--- config.mk ---
export PLATFORM = sky130hd
export DESIGN_NAME = pattern_detect_ctrl_flat
export DESIGN_NICKNAME = d
export VERILOG_FILES = /design/src/rtl/pattern_detect_ctrl_if.sv /design/src/rtl/pattern_detect_ctrl.sv /design/src/flat_wrapper.sv
export SDC_FILE = /design/constraint.sdc
export NUM_CORES = 1
export LEC_CHECK = 0
export CAP_MARGIN = 20
export CELL_PAD_IN_SITES_DETAIL_PLACEMENT = 0
export CELL_PAD_IN_SITES_GLOBAL_PLACEMENT = 1
export CORE_UTILIZATION = 44
export DETAILED_ROUTE_END_ITERATION = 6
export PLACE_DENSITY = 0.88
export RECOVER_POWER = 50
export SLEW_MARGIN = 10
export SYNTH_ARGS = -nofsm -noshare
export SYNTH_HDL_FRONTEND = slang
export SYNTH_SLANG_ARGS = --single-unit
--- constraint.sdc ---
create_clock -name clk -period 4.86 [get_ports clk]
set_input_delay 0.972 -clock clk [delete_from_list [all_inputs] [get_ports clk]]
set_output_delay 0.972 -clock clk [all_outputs]
set_load 0.02 [all_outputs]
--- src/rtl/pattern_detect_ctrl_if.sv ---
// Config, serial stream and status bundle for pattern_detect_ctrl.
// master drives config/stream (host side); slave is the detector.
interface pattern_detect_ctrl_if #(
  parameter int unsigned CNT_W = 8
);
  logic             cfg_we;
  logic [7:0]       cfg_pattern;
  logic [3:0]       cfg_len;
  logic             cfg_overlap;
  logic [CNT_W-1:0] cfg_thresh;
  logic             start;
  logic             stop;
  logic             in_valid;
  logic             in_bit;
  logic             match;
  logic [CNT_W-1:0] match_cnt;
  logic             irq;
  logic             busy;
  logic             cfg_err;

  modport master (
    output cfg_we, cfg_pattern, cfg_len, cfg_overlap, cfg_thresh,
    output start, stop, in_valid, in_bit,
    input  match, match_cnt, irq, busy, cfg_err
  );

  modport slave (
    input  cfg_we, cfg_pattern, cfg_len, cfg_overlap, cfg_thresh,
    input  start, stop, in_valid, in_bit,
    output match, match_cnt, irq, busy, cfg_err
  );
endinterface

--- src/rtl/pattern_detect_ctrl.sv ---
// Serial bit-pattern detector with run control, match counter, threshold irq
// and a config register that is only writable outside a run.
module pattern_detect_ctrl #(
  parameter int unsigned CNT_W = 8
) (
  input logic                  clk,
  input logic                  rst,
  pattern_detect_ctrl_if.slave bus
);

  localparam logic [1:0] StIdle = 2'd0;
  localparam logic [1:0] StRun  = 2'd1;
  localparam logic [1:0] StDone = 2'd2;

  logic [1:0]       state_q, state_d;
  logic [7:0]       hist_q, hist_d;
  logic [3:0]       fill_q, fill_d;
  logic [CNT_W-1:0] cnt_q, cnt_d;
  logic             irq_q, irq_d;
  logic             cfg_err_q, cfg_err_d;

  logic [7:0]       pat_q;
  logic [3:0]       len_q;
  logic             ovl_q;
  logic [CNT_W-1:0] thr_q;

  logic [7:0]       cand;
  logic [7:0]       mask;
  logic             fill_ok;
  logic             hit;
  logic             len_ok;
  logic             cfg_take;
  logic [CNT_W:0]   cnt_inc;

  always_comb begin
    cand     = {hist_q[6:0], bus.in_bit};
    // len_q is always 1..8, so the shift stays within 0..7
    mask     = 8'hFF >> (4'd8 - len_q);
    fill_ok  = ({1'b0, fill_q} + 5'd1) >= {1'b0, len_q};
    hit      = (state_q == StRun) & bus.in_valid & fill_ok &
               ((cand & mask) == (pat_q & mask)) & ~rst;
    len_ok   = (bus.cfg_len != 4'd0) && (bus.cfg_len <= 4'd8);
    cfg_take = bus.cfg_we & len_ok & (state_q != StRun);
    cfg_err_d = bus.cfg_we & ~cfg_take;
    cnt_inc  = {1'b0, cnt_q} + 1'b1;
  end

  always_comb begin
    state_d = state_q;
    hist_d  = hist_q;
    fill_d  = fill_q;
    cnt_d   = cnt_q;
    irq_d   = irq_q;
    unique case (state_q)
      StRun: begin
        if (bus.stop) begin
          state_d = StIdle;
        end else if (bus.in_valid) begin
          hist_d = cand;
          fill_d = (fill_q >= 4'd8) ? 4'd8 : fill_q + 4'd1;
          if (hit) begin
            if (!ovl_q) fill_d = 4'd0;
            if (!(&cnt_q)) cnt_d = cnt_inc[CNT_W-1:0];
            if ((thr_q != '0) && (cnt_inc == {1'b0, thr_q})) begin
              state_d = StDone;
              irq_d   = 1'b1;
            end
          end
        end
      end
      default: begin
        if (bus.start) begin
          state_d = StRun;
          hist_d  = 8'h00;
          fill_d  = 4'd0;
          cnt_d   = '0;
          irq_d   = 1'b0;
        end
      end
    endcase
  end

  always_ff @(posedge clk or posedge rst) begin
    if (rst) begin
      state_q   <= StIdle;
      hist_q    <= 8'h00;
      fill_q    <= 4'd0;
      cnt_q     <= '0;
      irq_q     <= 1'b0;
      cfg_err_q <= 1'b0;
    end else begin
      state_q   <= state_d;
      hist_q    <= hist_d;
      fill_q    <= fill_d;
      cnt_q     <= cnt_d;
      irq_q     <= irq_d;
      cfg_err_q <= cfg_err_d;
    end
  end

  always_ff @(posedge clk or posedge rst) begin
    if (rst) begin
      pat_q <= 8'h0A;
      len_q <= 4'd4;
      ovl_q <= 1'b1;
      thr_q <= '0;
    end else if (cfg_take) begin
      pat_q <= bus.cfg_pattern;
      len_q <= bus.cfg_len;
      ovl_q <= bus.cfg_overlap;
      thr_q <= bus.cfg_thresh;
    end
  end

  assign bus.match     = hit;
  assign bus.match_cnt = cnt_q;
  assign bus.irq       = irq_q;
  assign bus.busy      = (state_q == StRun);
  assign bus.cfg_err   = cfg_err_q;

endmodule

--- src/flat_wrapper.sv ---
// flat-port wrapper written by rule: the top's interface ports become plain ports
module pattern_detect_ctrl_flat 
#(
  parameter int unsigned CNT_W = 8
)
  (clk, rst, bus_cfg_we, bus_cfg_pattern, bus_cfg_len, bus_cfg_overlap, bus_cfg_thresh, bus_start, bus_stop, bus_in_valid, bus_in_bit, bus_match, bus_match_cnt, bus_irq, bus_busy, bus_cfg_err);
  pattern_detect_ctrl_if #(.CNT_W(CNT_W)) bus_i ();
  input logic clk;
  input logic rst;
  input wire logic [$bits(bus_i.cfg_we)-1:0] bus_cfg_we;
  input wire logic [$bits(bus_i.cfg_pattern)-1:0] bus_cfg_pattern;
  input wire logic [$bits(bus_i.cfg_len)-1:0] bus_cfg_len;
  input wire logic [$bits(bus_i.cfg_overlap)-1:0] bus_cfg_overlap;
  input wire logic [$bits(bus_i.cfg_thresh)-1:0] bus_cfg_thresh;
  input wire logic [$bits(bus_i.start)-1:0] bus_start;
  input wire logic [$bits(bus_i.stop)-1:0] bus_stop;
  input wire logic [$bits(bus_i.in_valid)-1:0] bus_in_valid;
  input wire logic [$bits(bus_i.in_bit)-1:0] bus_in_bit;
  output wire logic [$bits(bus_i.match)-1:0] bus_match;
  output wire logic [$bits(bus_i.match_cnt)-1:0] bus_match_cnt;
  output wire logic [$bits(bus_i.irq)-1:0] bus_irq;
  output wire logic [$bits(bus_i.busy)-1:0] bus_busy;
  output wire logic [$bits(bus_i.cfg_err)-1:0] bus_cfg_err;
  assign bus_i.cfg_we = bus_cfg_we;
  assign bus_i.cfg_pattern = bus_cfg_pattern;
  assign bus_i.cfg_len = bus_cfg_len;
  assign bus_i.cfg_overlap = bus_cfg_overlap;
  assign bus_i.cfg_thresh = bus_cfg_thresh;
  assign bus_i.start = bus_start;
  assign bus_i.stop = bus_stop;
  assign bus_i.in_valid = bus_in_valid;
  assign bus_i.in_bit = bus_in_bit;
  assign bus_match = bus_i.match;
  assign bus_match_cnt = bus_i.match_cnt;
  assign bus_irq = bus_i.irq;
  assign bus_busy = bus_i.busy;
  assign bus_cfg_err = bus_i.cfg_err;
  pattern_detect_ctrl #(.CNT_W(CNT_W)) u_core (.clk(clk), .rst(rst), .bus(bus_i));
endmodule
==> implementation parameters <==
Parameter                              Value

Routing
  Top routing layer in use    met4
  Met3 Routed Length    ~230 um
  Number of antenna-violating nets in the routed design    0
  Total vias in the final route    1921
  Average vias per placed instance    about 5.5
  Final routed DRC violation total    0
  Met2 wire length    ~2600 um
  Avg WL per Cell    15.56 um
  Met1 Routed Length    approximately 2600 um
  Number of DRC markers in iteration 0    between 70 and 80
  Wirelength, routed    5462 um
  Number of detailed-routing iterations run before antenna repair    4

Finish
  Number of standard cells in the layout, taps in and fillers out    approximately 350
  Number of antenna repair diodes    0
  Share of layout cells above drive strength 1    12.46%
  Layout-stage area growth over the synthesis result    23.70%
  Net count reported at finish    approximately 320
  Final Util    about three fifths

Yosys
  Flip-flop cell with the highest count after synthesis    sky130_fd_sc_hd__dfrtp_1
  Net count of the mapped netlist    280
  Register bit count reported by yosys    44
  Post-Synthesis Cell Area    around 2500 um2
  Number of enable flip-flop cells after synthesis    0
  Proportion of synthesized chip area in sequential cells    44.96%
  Cell taking the most area after synthesis    sky130_fd_sc_hd__dfrtp_1
  Syn avg cell area    about 10 um2
  Mapped Cells    roughly 240
  Share of the synthesized area in the top cell type    40.69%
  Number of warnings issued by yosys    0
  Distinct cells, synth    49
  Share of synthesized flip-flops with an asynchronous set or reset    between 90% and 100%
  Top area cells in the synthesized netlist    sky130_fd_sc_hd__dfrtp_1 41%, sky130_fd_sc_hd__mux2_2 10%, sky130_fd_sc_hd__ha_1 5.1%, sky130_fd_sc_hd__dfstp_2 4.3%, sky130_fd_sc_hd__xnor2_1 4.3%

Clocking
  Hold-fix buffers at CTS    0
  Resized cells post-CTS    0
  Cts bufs inserted    5
  Maximum clock insertion buffer count    2
  TritonCTS clock tree    yes
  Root Buffer    sky130_fd_sc_hd__clkbuf_8
  Number of sinks driven by the clock tree    44
  Clock network latency to the later pin of the worst-skew pair    around 0.30 ns
  Post-CTS setup buffer count    0
  Total number of H-tree levels    2
  CTS clock-pin slew for the worst setup and hold paths    0.08 ns

STA
  Unrepaired setup endpoints after global routing    false
  Final worst clock skew    approximately 0.0065 ns
  Fmax    approximately 0.24 GHz
  Aggregate negative setup slack    0 ns
  Rel. slew slack    between 20% and 30%
  Final critical-path required period    between 4 and 5 ns
  Final Setup Violations    0
  Pin slew with the least headroom to its limit    1.048 ns
  Hold WS    about 0.52 ns
  Final period util    between 80 and 90%
  Final Hold Viols    0
  Number of pins with negative max-slew slack in the final report    0

Power
  Worst ir drop on vdd    ~260 uV
  Leakage power figure    1.331 nW
  Pwr/cell area    ~420 nW/um2

Global route
  Global-route congestion overflow total    0
  Vias in the first global route    approximately 1900
  GRT Overall Usage    approximately a fifth
  Largest net degree at the start of global routing    29
  Global-route wire length before repair    between 9000 and 10000 um
  Number of antenna violations at the first check in global routing    0

Die
  Floorplan Core Area    around 5200 um2
  Effective utilization at floorplan    approximately 47%
  Top Ports    40
  Die area    5894 um2
  Floorplan row count    26
  Die boundary height    76.77 um
  Width of the chip    roughly 77 um

Run
  Max-Cap Viols    0

Setup path
  Endpoint type of the worst setup path    primary output
  Type of the worst setup path    input port to primary output
  Top fanout value on the critical path    4
  Crit path DAT    3.25 ns
  WP data required    between 3 and 4 ns
  Type of origin of the critical path    input port
  Register-to-register path setup slack    2.11 ns

Min path
  Worst min-delay path category    register to register

Place
  Total half-perimeter wirelength after legalization and detailed placement    around 4000 um
  Number of port buffers    39
  RD Place Congestion    between 0.8 and 0.9
  Cell count after placement    342

Status
  Result of the run    completed
-- routing by layer --
metal	vias to the layer above	GRT usage, %
li1	941	-
met1	930	26.90
met2	42	30.80
met3	8	4.286
met4	0	6.731
met5	-	0
-- logic make-up after synthesis --
logic type	Yosys count	share of synthesized area (%)
AOI/OAI and AO/OA	36	10.28
xor gates and xnor gates	22	7.833
adders and majority gates	10	5.086
buffers and inverters	25	3.866
DFF	44	44.96
muxes	25	11.29
and+or+nand+nor	80	16.68
-- cells in the mapped netlist (2+ instances only) --
cell type,n
sky130_fd_sc_hd__or4_1,2
sky130_fd_sc_hd__mux2_2,22
sky130_fd_sc_hd__buf_1,2
sky130_fd_sc_hd__nand3_1,14
sky130_fd_sc_hd__o21ai_0,8
sky130_fd_sc_hd__a32oi_1,3
sky130_fd_sc_hd__inv_1,14
sky130_fd_sc_hd__or3_1,2
sky130_fd_sc_hd__a21oi_1,5
sky130_fd_sc_hd__clkbuf_1,8
sky130_fd_sc_hd__nor2_1,5
sky130_fd_sc_hd__nor3b_1,3
sky130_fd_sc_hd__nand2b_1,4
sky130_fd_sc_hd__dfstp_2,4
sky130_fd_sc_hd__mux2i_1,3
sky130_fd_sc_hd__o211ai_1,2
sky130_fd_sc_hd__ha_1,10
sky130_fd_sc_hd__nor4_1,6
sky130_fd_sc_hd__nor2b_1,3
sky130_fd_sc_hd__nor3_1,7
sky130_fd_sc_hd__nand2_1,26
sky130_fd_sc_hd__xnor2_1,12
sky130_fd_sc_hd__dfrtp_1,40
sky130_fd_sc_hd__xor2_1,10
sky130_fd_sc_hd__nand4_1,2
sky130_fd_sc_hd__o22ai_1,2
-- worst max-delay path, stage by stage --
cell and delay, ns:
sky130_fd_sc_hd__dlygate4sd3_1 0.58, sky130_fd_sc_hd__nor4bb_1 0.38, sky130_fd_sc_hd__nand2_1 0.11, sky130_fd_sc_hd__a2bb2oi_1 0.19, sky130_fd_sc_hd__or3_1 0.36, sky130_fd_sc_hd__inv_1 0.06, sky130_fd_sc_hd__clkdlybuf4s50_1 0.59
-- state kept, by name, indices dropped and copies added, names as in the netlist --
name                  flops
u_core.fill_q             4
u_core.ovl_q              1
u_core.state_q            2
u_core.len_q              4
u_core.bus.cfg_err        1
u_core.pat_q              8
u_core.bus.irq            1
u_core.thr_q              8
u_core.bus.match_cnt      8
u_core.hist_q             7
-- final timing paths --
kind	startpoint	to	cells after the start
setup reg to reg	u_core.fill_q[0]	u_core.bus.match_cnt[2]	9
setup / recovery	rst	bus_match	7
max in group asynchronous	rst	u_core.thr_q[2]	3
hold reg to reg	u_core.hist_q[4]	u_core.hist_q[5]	2
min in group asynchronous	rst	u_core.fill_q[3]	2
hold / removal	u_core.hist_q[4]	u_core.hist_q[5]	2
-- where the power goes --
group | internal, W | total, W | switching [W] | leakage (nW)
logic | 0.000206 | 0.000392 | 0.000185 | 0.718
registers | 0.000454 | 0.000551 | 0.0000971 | 0.548
clock network | 0.000205 | 0.000335 | 0.000130 | 0.0654
-- cell usage in the layout, fill, tap and decap left out, drive strengths merged, types with 5 or more instances in the layout --
cell	netlist	final
nor4	6	6
xor2	10	10
dfrtp	40	40
nor3	7	7
inv	14	14
nand3	14	14
clkdlybuf4s50	0	37
nand2	26	26
clkbuf	8	8
ha	10	10
o21ai	8	8
mux2	22	22
xnor2	12	12
nor2	5	5
a21oi	5	5
-- through the flow --
stage	setup WS, ns	total power (W)	area [um2]
after floorplan	1.894	0.0008224	2460
after global placement	0.8067	0.0009353	2910
after detailed placement	0.7394	0.0009514	2910
after CTS	0.7381	0.001288	3043
after global routing	0.4761	0.001356	3043
final	0.6353	0.001278	3043
-- cell type report --
class | instances | area (um2)
Timing Repair Buffer | 42 | 405.4
Multi-Input combinational cell | 173 | 1259
Clock inverter | 2 | 60.06
Fill cell | 495 | 2195
Clock buffer | 6 | 72.57
Tap cell | 70 | 87.58
Inverter | 14 | 52.55
Sequential cell | 44 | 1106
Note: power is estimated with default switching activity, not from simulation.
